===== config.mk =====
export PLATFORM = sky130hd
export DESIGN_NAME = wino_tile_scheduler
export DESIGN_NICKNAME = d
export VERILOG_FILES = /design/src/rtl/wino_pkg.sv /design/src/rtl/wino_tile_iter.sv /design/src/rtl/wino_tile_scheduler.sv
export SDC_FILE = /design/constraint.sdc
export NUM_CORES = 1
export LEC_CHECK = 0
export ABC_AREA = 1
export CAP_MARGIN = 30
export CORE_MARGIN = 4
export CORE_UTILIZATION = 63
export DETAILED_ROUTE_END_ITERATION = 16
export PLACE_DENSITY_LB_ADDON = 0.12
export SLEW_MARGIN = 20
export SYNTH_ARGS = -nofsm -noshare
export SYNTH_HDL_FRONTEND = slang
export SYNTH_HIERARCHICAL = 1
export SYNTH_SLANG_ARGS = --single-unit

===== constraint.sdc =====
create_clock -name clk -period 8.65 [get_ports clk]
set_clock_uncertainty 0.15 [all_clocks]
set_input_delay 1.73 -clock clk [delete_from_list [all_inputs] [get_ports clk]]
set_output_delay 1.73 -clock clk [all_outputs]
set_load 0.02 [all_outputs]

===== src/rtl/wino_pkg.sv =====
// Shared definitions for the Winograd tile scheduler.
//   - scheduler state encoding
//   - stride / tile constants and dimension widths
//   - window helpers: clamped upper bound and end-of-axis test
package wino_pkg;

   localparam int DIM_W      = 9;
   localparam int OD_W       = 8;
   localparam int TILE_DIM   = 6;
   localparam int STRIDE_3X3 = 4;
   localparam int STRIDE_1X1 = 6;

   typedef enum logic [2:0] {
      ST_IDLE   = 3'd0,
      ST_LOAD_W = 3'd1,
      ST_SWEEP  = 3'd2,
      ST_DRAIN  = 3'd3,
      ST_DONE   = 3'd4
   } state_t;

   // Inclusive window end: low + TILE_DIM - 1, clamped to dim - 1.
   // The sum is formed one bit wider so a window near 511 cannot wrap.
   function automatic logic [DIM_W-1:0] win_high(input logic [DIM_W-1:0] low,
                                                 input logic [DIM_W-1:0] dim);
      logic [DIM_W:0] top;
      top = {1'b0, low} + (DIM_W+1)'(TILE_DIM - 1);
      if (top >= {1'b0, dim})
         win_high = dim - DIM_W'(1);
      else
         win_high = top[DIM_W-1:0];
   endfunction

   // True when the window starting at low is the final one along this axis.
   function automatic logic at_end(input logic [DIM_W-1:0] low,
                                   input logic [3:0]       stride,
                                   input logic [DIM_W-1:0] dim);
      at_end = ({1'b0, low} + {{(DIM_W-3){1'b0}}, stride}) >= {1'b0, dim};
   endfunction

endpackage


===== src/rtl/wino_tile_iter.sv =====
// Row/column tile walker for one feature-map sweep.
//   clk, reset_n     : clock, async active-low reset
//   init             : load the first window (0,0) of the current config
//   advance          : step to the next window, column fastest
//   stride           : tile stride (4 or 6)
//   dim_h, dim_w     : feature-map height / width (nonzero)
//   low_*/high_*     : registered inclusive window bounds
//   last             : registered flag, current window is the final one
// Positions are kept as pixel offsets rather than tile indices, so no
// multiply is needed: each step just adds the stride.
module wino_tile_iter
   import wino_pkg::*;
(
   input  logic             clk,
   input  logic             reset_n,
   input  logic             init,
   input  logic             advance,
   input  logic [3:0]       stride,
   input  logic [DIM_W-1:0] dim_h,
   input  logic [DIM_W-1:0] dim_w,
   output logic [DIM_W-1:0] low_h,
   output logic [DIM_W-1:0] high_h,
   output logic [DIM_W-1:0] low_w,
   output logic [DIM_W-1:0] high_w,
   output logic             last
);

   logic [DIM_W:0]   step_h;
   logic [DIM_W:0]   step_w;
   logic [DIM_W-1:0] nxt_low_h;
   logic [DIM_W-1:0] nxt_low_w;

   always_comb begin
      step_h    = {1'b0, low_h} + {{(DIM_W-3){1'b0}}, stride};
      step_w    = {1'b0, low_w} + {{(DIM_W-3){1'b0}}, stride};
      nxt_low_h = low_h;
      nxt_low_w = low_w;
      if (init) begin
         nxt_low_h = '0;
         nxt_low_w = '0;
      end else if (step_w >= {1'b0, dim_w}) begin
         // Row wrap; never requested on the last window, so step_h < dim_h.
         nxt_low_h = step_h[DIM_W-1:0];
         nxt_low_w = '0;
      end else begin
         nxt_low_w = step_w[DIM_W-1:0];
      end
   end

   always_ff @(posedge clk or negedge reset_n) begin
      if (!reset_n) begin
         low_h  <= '0;
         high_h <= '0;
         low_w  <= '0;
         high_w <= '0;
         last   <= 1'b0;
      end else if (init || advance) begin
         low_h  <= nxt_low_h;
         high_h <= win_high(nxt_low_h, dim_h);
         low_w  <= nxt_low_w;
         high_w <= win_high(nxt_low_w, dim_w);
         last   <= at_end(nxt_low_h, stride, dim_h) && at_end(nxt_low_w, stride, dim_w);
      end
   end

endmodule


===== src/rtl/wino_tile_scheduler.sv =====
// Winograd PE-chain sequencer for one convolution layer.
//   clk, reset_n          : clock, async active-low reset
//   start, cfg_*          : layer launch and configuration (latched in IDLE)
//   busy, done            : layer in progress / one-cycle end pulse
//   wt_req_*              : weight tile requests, one per PE per OD group
//   in_req_*              : input tile window requests for the current group
//   pe_tile_done          : last PE retired one tile
//
// state   | meaning
// --------+---------------------------------------------------------
// IDLE    | waiting for start
// LOAD_W  | requesting one weight tile per active PE of the group
// SWEEP   | requesting every input window, row-major
// DRAIN   | waiting for all in-flight tiles to retire
// DONE    | one-cycle done pulse, then back to IDLE
module wino_tile_scheduler
   import wino_pkg::*;
#(
   parameter int NUM_PE        = 4,
   parameter int OUTSTANDING_W = 8
) (
   input  logic             clk,
   input  logic             reset_n,
   input  logic             start,
   input  logic [DIM_W-1:0] cfg_height,
   input  logic [DIM_W-1:0] cfg_width,
   input  logic [OD_W-1:0]  cfg_od,
   input  logic             cfg_weight_size,
   output logic             busy,
   output logic             done,
   output logic             wt_req_valid,
   input  logic             wt_req_ready,
   output logic [OD_W-1:0]  wt_req_od,
   output logic [3:0]       wt_req_pe,
   output logic             in_req_valid,
   input  logic             in_req_ready,
   output logic [DIM_W-1:0] in_req_low_h,
   output logic [DIM_W-1:0] in_req_high_h,
   output logic [DIM_W-1:0] in_req_low_w,
   output logic [DIM_W-1:0] in_req_high_w,
   output logic [OD_W-1:0]  in_req_od_base,
   output logic             in_req_last,
   input  logic             pe_tile_done
);

   localparam logic [OUTSTANDING_W-1:0] OUT_MAX = '1;

   state_t                   state, state_nxt;
   logic [DIM_W-1:0]         cfg_h_q, cfg_w_q;
   logic [OD_W-1:0]          cfg_od_q;
   logic                     cfg_ws_q;
   logic [OUTSTANDING_W-1:0] outst_q, outst_nxt;

   logic             busy_nxt, done_nxt;
   logic             wt_valid_nxt, in_valid_nxt;
   logic [OD_W-1:0]  wt_od_nxt, od_base_nxt;
   logic [3:0]       wt_pe_nxt;
   logic             cfg_load, it_init, it_adv;

   logic             wt_xfer, in_xfer, last_wt, more_grp, cfg_zero;
   logic [OD_W:0]    next_base;
   logic [3:0]       stride;

   assign wt_xfer   = wt_req_valid && wt_req_ready;
   assign in_xfer   = in_req_valid && in_req_ready;
   assign stride    = cfg_ws_q ? 4'(STRIDE_3X3) : 4'(STRIDE_1X1);
   assign cfg_zero  = (cfg_height == '0) || (cfg_width == '0) || (cfg_od == '0);
   assign last_wt   = (wt_req_pe == 4'(NUM_PE - 1)) ||
                      (({1'b0, wt_req_od} + (OD_W+1)'(1)) >= {1'b0, cfg_od_q});
   assign next_base = {1'b0, in_req_od_base} + (OD_W+1)'(NUM_PE);
   assign more_grp  = next_base < {1'b0, cfg_od_q};

   wino_tile_iter u_iter (
      .clk     (clk),
      .reset_n (reset_n),
      .init    (it_init),
      .advance (it_adv),
      .stride  (stride),
      .dim_h   (cfg_h_q),
      .dim_w   (cfg_w_q),
      .low_h   (in_req_low_h),
      .high_h  (in_req_high_h),
      .low_w   (in_req_low_w),
      .high_w  (in_req_high_w),
      .last    (in_req_last)
   );

   always_comb begin
      state_nxt    = state;
      busy_nxt     = busy;
      done_nxt     = 1'b0;
      wt_valid_nxt = wt_req_valid;
      wt_od_nxt    = wt_req_od;
      wt_pe_nxt    = wt_req_pe;
      in_valid_nxt = in_req_valid;
      od_base_nxt  = in_req_od_base;
      cfg_load     = 1'b0;
      it_init      = 1'b0;
      it_adv       = 1'b0;

      // A retire with nothing in flight is dropped.
      outst_nxt = outst_q;
      if (in_xfer && !(pe_tile_done && (outst_q != '0)))
         outst_nxt = outst_q + OUTSTANDING_W'(1);
      else if (!in_xfer && pe_tile_done && (outst_q != '0))
         outst_nxt = outst_q - OUTSTANDING_W'(1);

      case (state)
         ST_IDLE: begin
            if (start) begin
               cfg_load = 1'b1;
               if (cfg_zero) begin
                  state_nxt = ST_DONE;
                  done_nxt  = 1'b1;
               end else begin
                  state_nxt    = ST_LOAD_W;
                  busy_nxt     = 1'b1;
                  wt_valid_nxt = 1'b1;
                  wt_od_nxt    = '0;
                  wt_pe_nxt    = '0;
                  od_base_nxt  = '0;
               end
            end
         end
         ST_LOAD_W: begin
            if (wt_xfer) begin
               if (last_wt) begin
                  wt_valid_nxt = 1'b0;
                  state_nxt    = ST_SWEEP;
                  it_init      = 1'b1;
                  in_valid_nxt = (outst_nxt != OUT_MAX);
               end else begin
                  wt_od_nxt = wt_req_od + OD_W'(1);
                  wt_pe_nxt = wt_req_pe + 4'd1;
               end
            end
         end
         ST_SWEEP: begin
            if (in_xfer && in_req_last) begin
               in_valid_nxt = 1'b0;
               state_nxt    = ST_DRAIN;
            end else if (in_xfer || !in_req_valid) begin
               // A pending request is never withdrawn; saturation only
               // gates the next request.
               in_valid_nxt = (outst_nxt != OUT_MAX);
               it_adv       = in_xfer;
            end
         end
         ST_DRAIN: begin
            if (outst_q == '0) begin
               if (more_grp) begin
                  state_nxt    = ST_LOAD_W;
                  wt_valid_nxt = 1'b1;
                  wt_od_nxt    = next_base[OD_W-1:0];
                  wt_pe_nxt    = '0;
                  od_base_nxt  = next_base[OD_W-1:0];
               end else begin
                  state_nxt = ST_DONE;
                  busy_nxt  = 1'b0;
                  done_nxt  = 1'b1;
               end
            end
         end
         ST_DONE: begin
            state_nxt = ST_IDLE;
         end
         default: begin
            state_nxt = ST_IDLE;
         end
      endcase
   end

   always_ff @(posedge clk or negedge reset_n) begin
      if (!reset_n) begin
         state          <= ST_IDLE;
         busy           <= 1'b0;
         done           <= 1'b0;
         wt_req_valid   <= 1'b0;
         wt_req_od      <= '0;
         wt_req_pe      <= '0;
         in_req_valid   <= 1'b0;
         in_req_od_base <= '0;
         outst_q        <= '0;
         cfg_h_q        <= '0;
         cfg_w_q        <= '0;
         cfg_od_q       <= '0;
         cfg_ws_q       <= 1'b0;
      end else begin
         state          <= state_nxt;
         busy           <= busy_nxt;
         done           <= done_nxt;
         wt_req_valid   <= wt_valid_nxt;
         wt_req_od      <= wt_od_nxt;
         wt_req_pe      <= wt_pe_nxt;
         in_req_valid   <= in_valid_nxt;
         in_req_od_base <= od_base_nxt;
         outst_q        <= outst_nxt;
         if (cfg_load) begin
            cfg_h_q  <= cfg_height;
            cfg_w_q  <= cfg_width;
            cfg_od_q <= cfg_od;
            cfg_ws_q <= cfg_weight_size;
         end
      end
   end

endmodule

# [Word-level counts from Yosys, hierarchy flattened]
# Cells that the tools add are included.
[totals] ff_bits=99 input_bits=33
[op_classes] add_sub_neg=14 magnitude_cmp=7 eq_ne=15 muxes=60 reduce_logical=31
[ops] operator="8-bit two-way mux" count=8
[ops] operator="9-bit two-way mux" count=6
[ops] operator="10-bit by 9-bit >= comparator with 1-bit output" count=5
[ops] operator="9-bit by 3-bit adder with 10-bit output" count=3
[ops] operator="1-bit two-way mux" count=24
[ops] operator="4-bit two-way mux" count=6
[ops] operator="8-bit one-hot mux with 3 select lines" count=1
[ops] operator="3-bit two-way mux" count=7
[ops] operator="9-bit by 3-bit adder with 10-bit output, second input constant" count=2
[ops] operator="9-bit logical NOT" count=2
[ops] operator="2-bit inequality test, second input constant" count=9
[ops] operator="9-bit by 1-bit subtractor with 9-bit output, second input constant" count=2
[ops] operator="8-bit by 1-bit adder with 8-bit output, second input constant" count=2
[ops] operator="8-bit logical NOT" count=2
[ops] operator="8-bit one-hot mux with 2 select lines" count=1
[ops] operator="5-bit AND reduction" count=3
[ops] operator="7-bit AND reduction" count=2
[ops] operator="3-bit one-hot mux with 4 select lines" count=1
[ops] operator="4-bit one-hot mux with 3 select lines" count=1
[ops] operator="8-bit by 1-bit adder with 9-bit output, second input constant" count=1
[ops] operator="8-bit by 3-bit adder with 9-bit output, second input constant" count=1
[ops] operator="9-bit by 3-bit adder with 9-bit output" count=1
[ops] operator="9-bit by 8-bit >= comparator with 1-bit output" count=1
[ops] operator="9-bit by 8-bit < comparator with 1-bit output" count=1
[ops] operator="18 further kinds" count=35

# [Depth between registers and ports, before layout]
[logic_depth] ltp_word=10 depth_mapped=39 depth_no_buf=39

# [By module]
# The synthesis kept the hierarchy.
[by_module_without_submodules] module="wino_tile_iter" instances=1 cells_each=686 area_per_inst_um2=4738.3 seq_area_each_um2=925.9
[by_module_without_submodules] module="wino_tile_scheduler" instances=1 cells_each=509 area_per_inst_um2=3823.7 seq_area_each_um2=1501.4

# [Least setup slack after synthesis]
# No wires, ideal clock.
[synth_timing] path_kind="flip-flop to flip-flop" from="register wt_req_od[0]" to="register u_iter.high_h[5]" setup_ps=66 arrival_time_ps=4880 required_ps=8434 slack_ps=3554 stages_incl_launch_ff=36 path_buffers=1 period_less_slack_ps=5096 cell_sequence="dfrtp_1 -> ha_1 -> nand2_1 -> nor2_2 -> inv_1 -> nor2_1 -> xor2_1 -> ha_1 -> a21o_1 -> nand3_1 -> nand2_1 -> nor2_1 -> nand4_2 -> nand2_4 -> nor2_1 -> inv_1 -> buf_2 -> nand2_1 -> nor2_4 -> ha_1 -> inv_1 -> nand2_1 -> nand2_1 -> xor2_1 -> inv_1 -> ha_1 -> nand2_1 -> o21ai_0 -> a21oi_1 -> o21ai_0 -> a21oi_1 -> inv_1 -> o21bai_4 -> nand2_1 -> nand3_1 -> nand2_1"
[synth_between] elab_chain_len=10 elab_cells_between_ends=11 classes_between="add/sub: 2; order compare: 2; mux: 5; reduce/logical: 2"
[synth_lines] element="from (decl)" line_no="wino_tile_scheduler.sv:33" source="output logic [OD_W-1:0] wt_req_od,"
[synth_lines] element="from (signal assigned)" line_no="wino_tile_scheduler.sv:193" source="wt_req_od <= wt_od_nxt;"
[synth_lines] element="8-bit by 1-bit adder with 9-bit output (*)" line_no="wino_tile_scheduler.sv:69" source="(({1'b0, wt_req_od} + (OD_W+1)'(1)) >= {1'b0, cfg_od_q});"
[synth_lines] element="9-bit by 8-bit >= comparator with 1-bit output (*)" line_no="wino_tile_scheduler.sv:69"
[synth_lines] element="1-bit logical OR (*)" line_no="wino_tile_scheduler.sv:68" source="assign last_wt = (wt_req_pe == 4'(NUM_PE - 1)) ||"
[synth_lines] element="1-bit two-way mux (*)" line_no="wino_tile_scheduler.sv:127" source="if (last_wt) begin"
[synth_lines] element="1-bit two-way mux (*)" line_no="wino_tile_scheduler.sv:126" source="if (wt_xfer) begin"
[synth_lines] element="1-bit two-way mux (*)" line_no="wino_tile_scheduler.sv:108" source="case (state)"
[synth_lines] element="via it_init" line_no="wino_tile_scheduler.sv:58" source="logic cfg_load, it_init, it_adv;"
[synth_lines] element="9-bit two-way mux" line_no="wino_tile_iter.sv:38" source="if (init) begin"
[synth_lines] element="9-bit by 3-bit adder with 10-bit output" line_no="wino_pkg.sv:26" source="top = {1'b0, low} + (DIM_W+1)'(TILE_DIM - 1);"
[synth_lines] element="10-bit by 9-bit >= comparator with 1-bit output" line_no="wino_pkg.sv:27" source="if (top >= {1'b0, dim})"
[synth_lines] element="9-bit two-way mux" line_no="wino_pkg.sv:27"
[synth_lines] element="to (signal assigned)" line_no="wino_tile_iter.sv:59" source="high_h <= win_high(nxt_low_h, dim_h);"
[synth_lines] element="to (decl)" line_no="wino_tile_iter.sv:22" source="output logic [DIM_W-1:0] high_h,"
# The timed path passes the listed nets; every way through them passes the cells marked *.
# A chain may end at the register's enable or synchronous reset.

# [Worst setup path in the final report]
[layout_timing] from="register wt_req_od[0]" to="register u_iter.high_w[5]"
[layout_between] elab_chain_len=10 elab_cells_between_ends=11 classes_between="add/sub: 2; order compare: 2; mux: 5; reduce/logical: 2"
[layout_lines] element="8-bit by 1-bit adder with 9-bit output (*)" line_no="wino_tile_scheduler.sv:69"
[layout_lines] element="9-bit by 8-bit >= comparator with 1-bit output (*)" line_no="wino_tile_scheduler.sv:69"
[layout_lines] element="1-bit logical OR (*)" line_no="wino_tile_scheduler.sv:68"
[layout_lines] element="1-bit two-way mux (*)" line_no="wino_tile_scheduler.sv:127"
[layout_lines] element="1-bit two-way mux (*)" line_no="wino_tile_scheduler.sv:126"
[layout_lines] element="1-bit two-way mux (*)" line_no="wino_tile_scheduler.sv:108"
[layout_lines] element="via it_init" line_no="wino_tile_scheduler.sv:58"
[layout_lines] element="9-bit two-way mux (*)" line_no="wino_tile_iter.sv:38"
[layout_lines] element="via u_iter.nxt_low_w[0]" line_no="wino_tile_iter.sv:31" source="logic [DIM_W-1:0] nxt_low_w;"
[layout_lines] element="9-bit by 3-bit adder with 10-bit output (*)" line_no="wino_pkg.sv:26"
[layout_lines] element="10-bit by 9-bit >= comparator with 1-bit output" line_no="wino_pkg.sv:27"
[layout_lines] element="9-bit two-way mux (*)" line_no="wino_pkg.sv:27"
[layout_lines] element="to (signal assigned)" line_no="wino_tile_iter.sv:61" source="high_w <= win_high(nxt_low_w, dim_w);"
[layout_lines] element="to (decl)" line_no="wino_tile_iter.sv:24" source="output logic [DIM_W-1:0] high_w,"
# Marks and branches as above.

==> results.py <==
metrics = {
    "flow_run": {
        "cap_viol_max_count": 0,
    },
    "sta": {
        "setup_viol": 0,
        "tightest_slew_ps": 777,
        "fin_crit_ps": 6230,
        "slew_violations": 0,
        "hold_viol_final": 0,
        "max_freq_mhz": 160,
        "fin_tns_setup_ps": 0,
        "grt_setup_unrepaired": "false",
        "finalCritPeriodShare_pct": 72.0,
        "max_slew_margin_pct": 47.9,
    },
    "drt": {
        "drt_iter0_markers": 535,
        "drc": 0,
        "avgViaCountPerCell": 5.38,
        "post_drt_wl_per_cell_um": 14.2,
        "wl_met1_mm": 9.58,
        "routed-via-count": 7939,
        "routed_wl_mm": 20.9,
        "ant_nets": 0,
        "drtPass1Iterations": 6,
        "top_layer": "met4",
        "dr_wl_met3_mm": 1.25,
        "wl_met2_mm": 9.54,
    },
    "yosys": {
        "netlist_top_cells_count": "331 x nand2_1, 183 x inv_1, 97 x dfrtp_1, 97 x nor2_1, 85 x ha_1",
        "synth_xor_area_share_pct": 5.83,
        "synthSimpleGateAreaFrac_pct": 33.0,
        "synth_edf_count": 0,
        "synth_area_leader_cell": "dfrtp_1",
        "synth_adder_area_share_pct": 12.9,
        "postSynth.asyncResetShare_pct": 100,
        "synth-seq-cells": 97,
        "yosys_warnings": 6,
        "synthFlopType": "dfrtp_1",
        "synth-compound-area-share_pct": 7.73,
        "synthCells": 1195,
        "yosys-mux-area-fraction_pct": 2.37,
        "syn_avg_cell_area_sq_um": 7.16,
        "ys_types": 46,
        "synthDominantCellAreaShare_pct": 28.4,
        "yosysMostFrequentCell": "nand2_1",
        "syn_area_sq_um": 8560,
        "synthTopCellsByArea": "dfrtp_1 28%, nand2_1 15%, ha_1 12%, inv_1 8.0%, xor2_1 5.0%",
        "synth_top_family_by_area": "simple AND/OR/NAND/NOR gates",
        "seq_area_frac_synth_pct": 28.4,
    },
    "grt": {
        "grt_pass1_wl_mm": 36.0,
        "grt_max_degree": 62,
        "grt_pass1_vias": 7695,
        "overflow": 0,
        "antenna_found_initial": 0,
        "grt_use_total_pct": 27.5,
    },
    "clock_network": {
        "cts_resized": 0,
        "hold_buffers": 0,
        "root_buffer": "clkbuf_16",
        "htreeDepth": 3,
        "numCtsBuffers": 9,
        "clkLatencyLatePin_ps": 360,
        "post-cts-setup-buffer-count": 0,
        "clk_pin_slew_ps": 70,
        "clkSinkCount": 97,
        "cts_tree": "done",
        "clockBufferDepth": 2,
    },
    "worst_setup_path": {
        "worstReg2RegStart": "wt_req_od[0]",
        "worstRegToRegCells": 36,
        "criticalPathCategory": "reg2reg",
        "critPathArrivalTime_ps": 6330,
        "path_max_fanout": 12,
        "cp_top_family": "simple AND/OR/NAND/NOR gates",
        "timing.rr.end": "u_iter/high_w[5]",
        "end_kind": "flip-flop",
        "cpMostUsedCell": "nand2_1",
        "critPathSlowestCell": "dfrtp_1",
        "cp.required_ps": 8750,
        "worstSetupPathDepth": 36,
        "crit_path_start_kind": "flip-flop",
        "cp_num_buf_inv": 6,
        "slowest_delay_ps": 450,
        "ff2ff_setup_slack_ps": 2420,
    },
    "finish": {
        "fin_nets": 1415,
        "n_fill_cell": 1052,
        "n_antenna_cell": 0,
        "syn_to_final_growth_pct": 16.1,
        "layout-drive-gt1-share_pct": 8.15,
    },
    "floorplan": {
        "die_width_um": 125,
        "io_pins": 94,
        "floorplan.rows": 42,
        "core_sq_um": 13300,
        "start_util_pct": 64.4,
        "dieArea_sq_um": 15500,
        "die_h_um": 125,
    },
    "min_path": {
        "hold_path_depth": 2,
        "hp-class": "reg2reg",
        "hold_start": "u_iter/high_h[2]",
        "hold_end": "u_iter/high_h[2]",
    },
    "placement": {
        "gp_congestion": 0.923,
        "portBuffers": 91,
        "hpwl_mm": 16.1,
    },
    "outcome": {
        "status": "complete, no violations",
    },
}
[cell families (layout without fill, tap and decap cells)]
| kind of cell | after synthesis | in the layout |
|---|---|---|
| AND/OR/NAND/NOR | 608 | 608 |
| buffers and inverters | 208 | 300 |
| AO/OA/AOI/OAI | 118 | 118 |
| flip-flops | 97 | 97 |
| adder cells (fa/ha/maj) | 87 | 87 |
| XOR/XNOR | 57 | 57 |
| multiplexers | 18 | 18 |
| other | 2 | 15 |
[metrics by stage]
step	cells	setup WS, ps	hold slack [ps]	instance area (sq um)	utilization, %
after floorplan	1208	3550	322	8610	-
after global placement	1460	2710	314	9650	72.6
after detailed placement	1460	2510	322	9650	72.6
after CTS	1476	2520	344	9940	74.8
after global routing	1476	1810	363	9940	74.8
final	1476	2420	337	9940	74.8
[flip-flops by register name, summed over array words and instances (netlist names), 8 cells and up]
signal and count:
u_iter/high_h 9, cfg_od_q 8, wt_req_od 8, cfg_w_q 9, outst_q 8, u_iter/high_w 9, cfg_h_q 9, u_iter/low_w 9
u_iter/low_h 9
[per-layer routing]
metal	vias to the layer above	GRT usage (%)
met5	-	0
met4	0	9.93
met3	40	3.09
met2	244	44.7
met1	3646	38.1
li1	4009	-
[how the worst max path moves through the flow]
| stage | start | slack, ps | endpoint |
|---|---|---|---|
| after floorplan | wt_req_od[0] | 3550 | u_iter/high_h[5] |
| after global routing | wt_req_od[0] | 1810 | u_iter/high_w[5] |
| after CTS | wt_req_od[0] | 2520 | u_iter/high_w[5] |
| final | wt_req_od[0] | 2420 | u_iter/high_w[5] |
| after global placement | wt_req_ready | 2710 | u_iter/high_w[5] |
| after detailed placement | wt_req_ready | 2510 | u_iter/high_w[5] |
[area by class of cell]
class | count | area (sq um) | share of cell area (%)
Multi-Input combinational cell | 903 | 5350 | 53.8
Sequential cell | 97 | 2430 | 24.4
Timing Repair Buffer | 96 | 946 | 9.52
Inverter | 188 | 708 | 7.13
Clock buffer | 11 | 253 | 2.54
Tap cell | 176 | 220 | 2.22
Clock inverter | 5 | 35.0 | 0.353
[worst min-delay path: stages, from the launching register on]
cell and delay, ps:
dfrtp_1 340, nand2_1 60, nand2_1 60
[layout by cell type, fill, tap and decap left out, types with 11 or more instances in the layout]
master,n
nand2_1,331
inv_1,183
dfrtp_1,97
nor2_1,96
clkdlybuf4s50_1,90
ha_1,85
nand3_1,83
xor2_1,49
o21ai_0,46
a21oi_1,45
nand4_1,25
mux2_2,18
conb_1,15
nor2_2,12
nand2_2,11
Power is left out: the tool's default activity adds up to more than one toggle a clock period on the data nets, which glitch-free logic cannot reach.
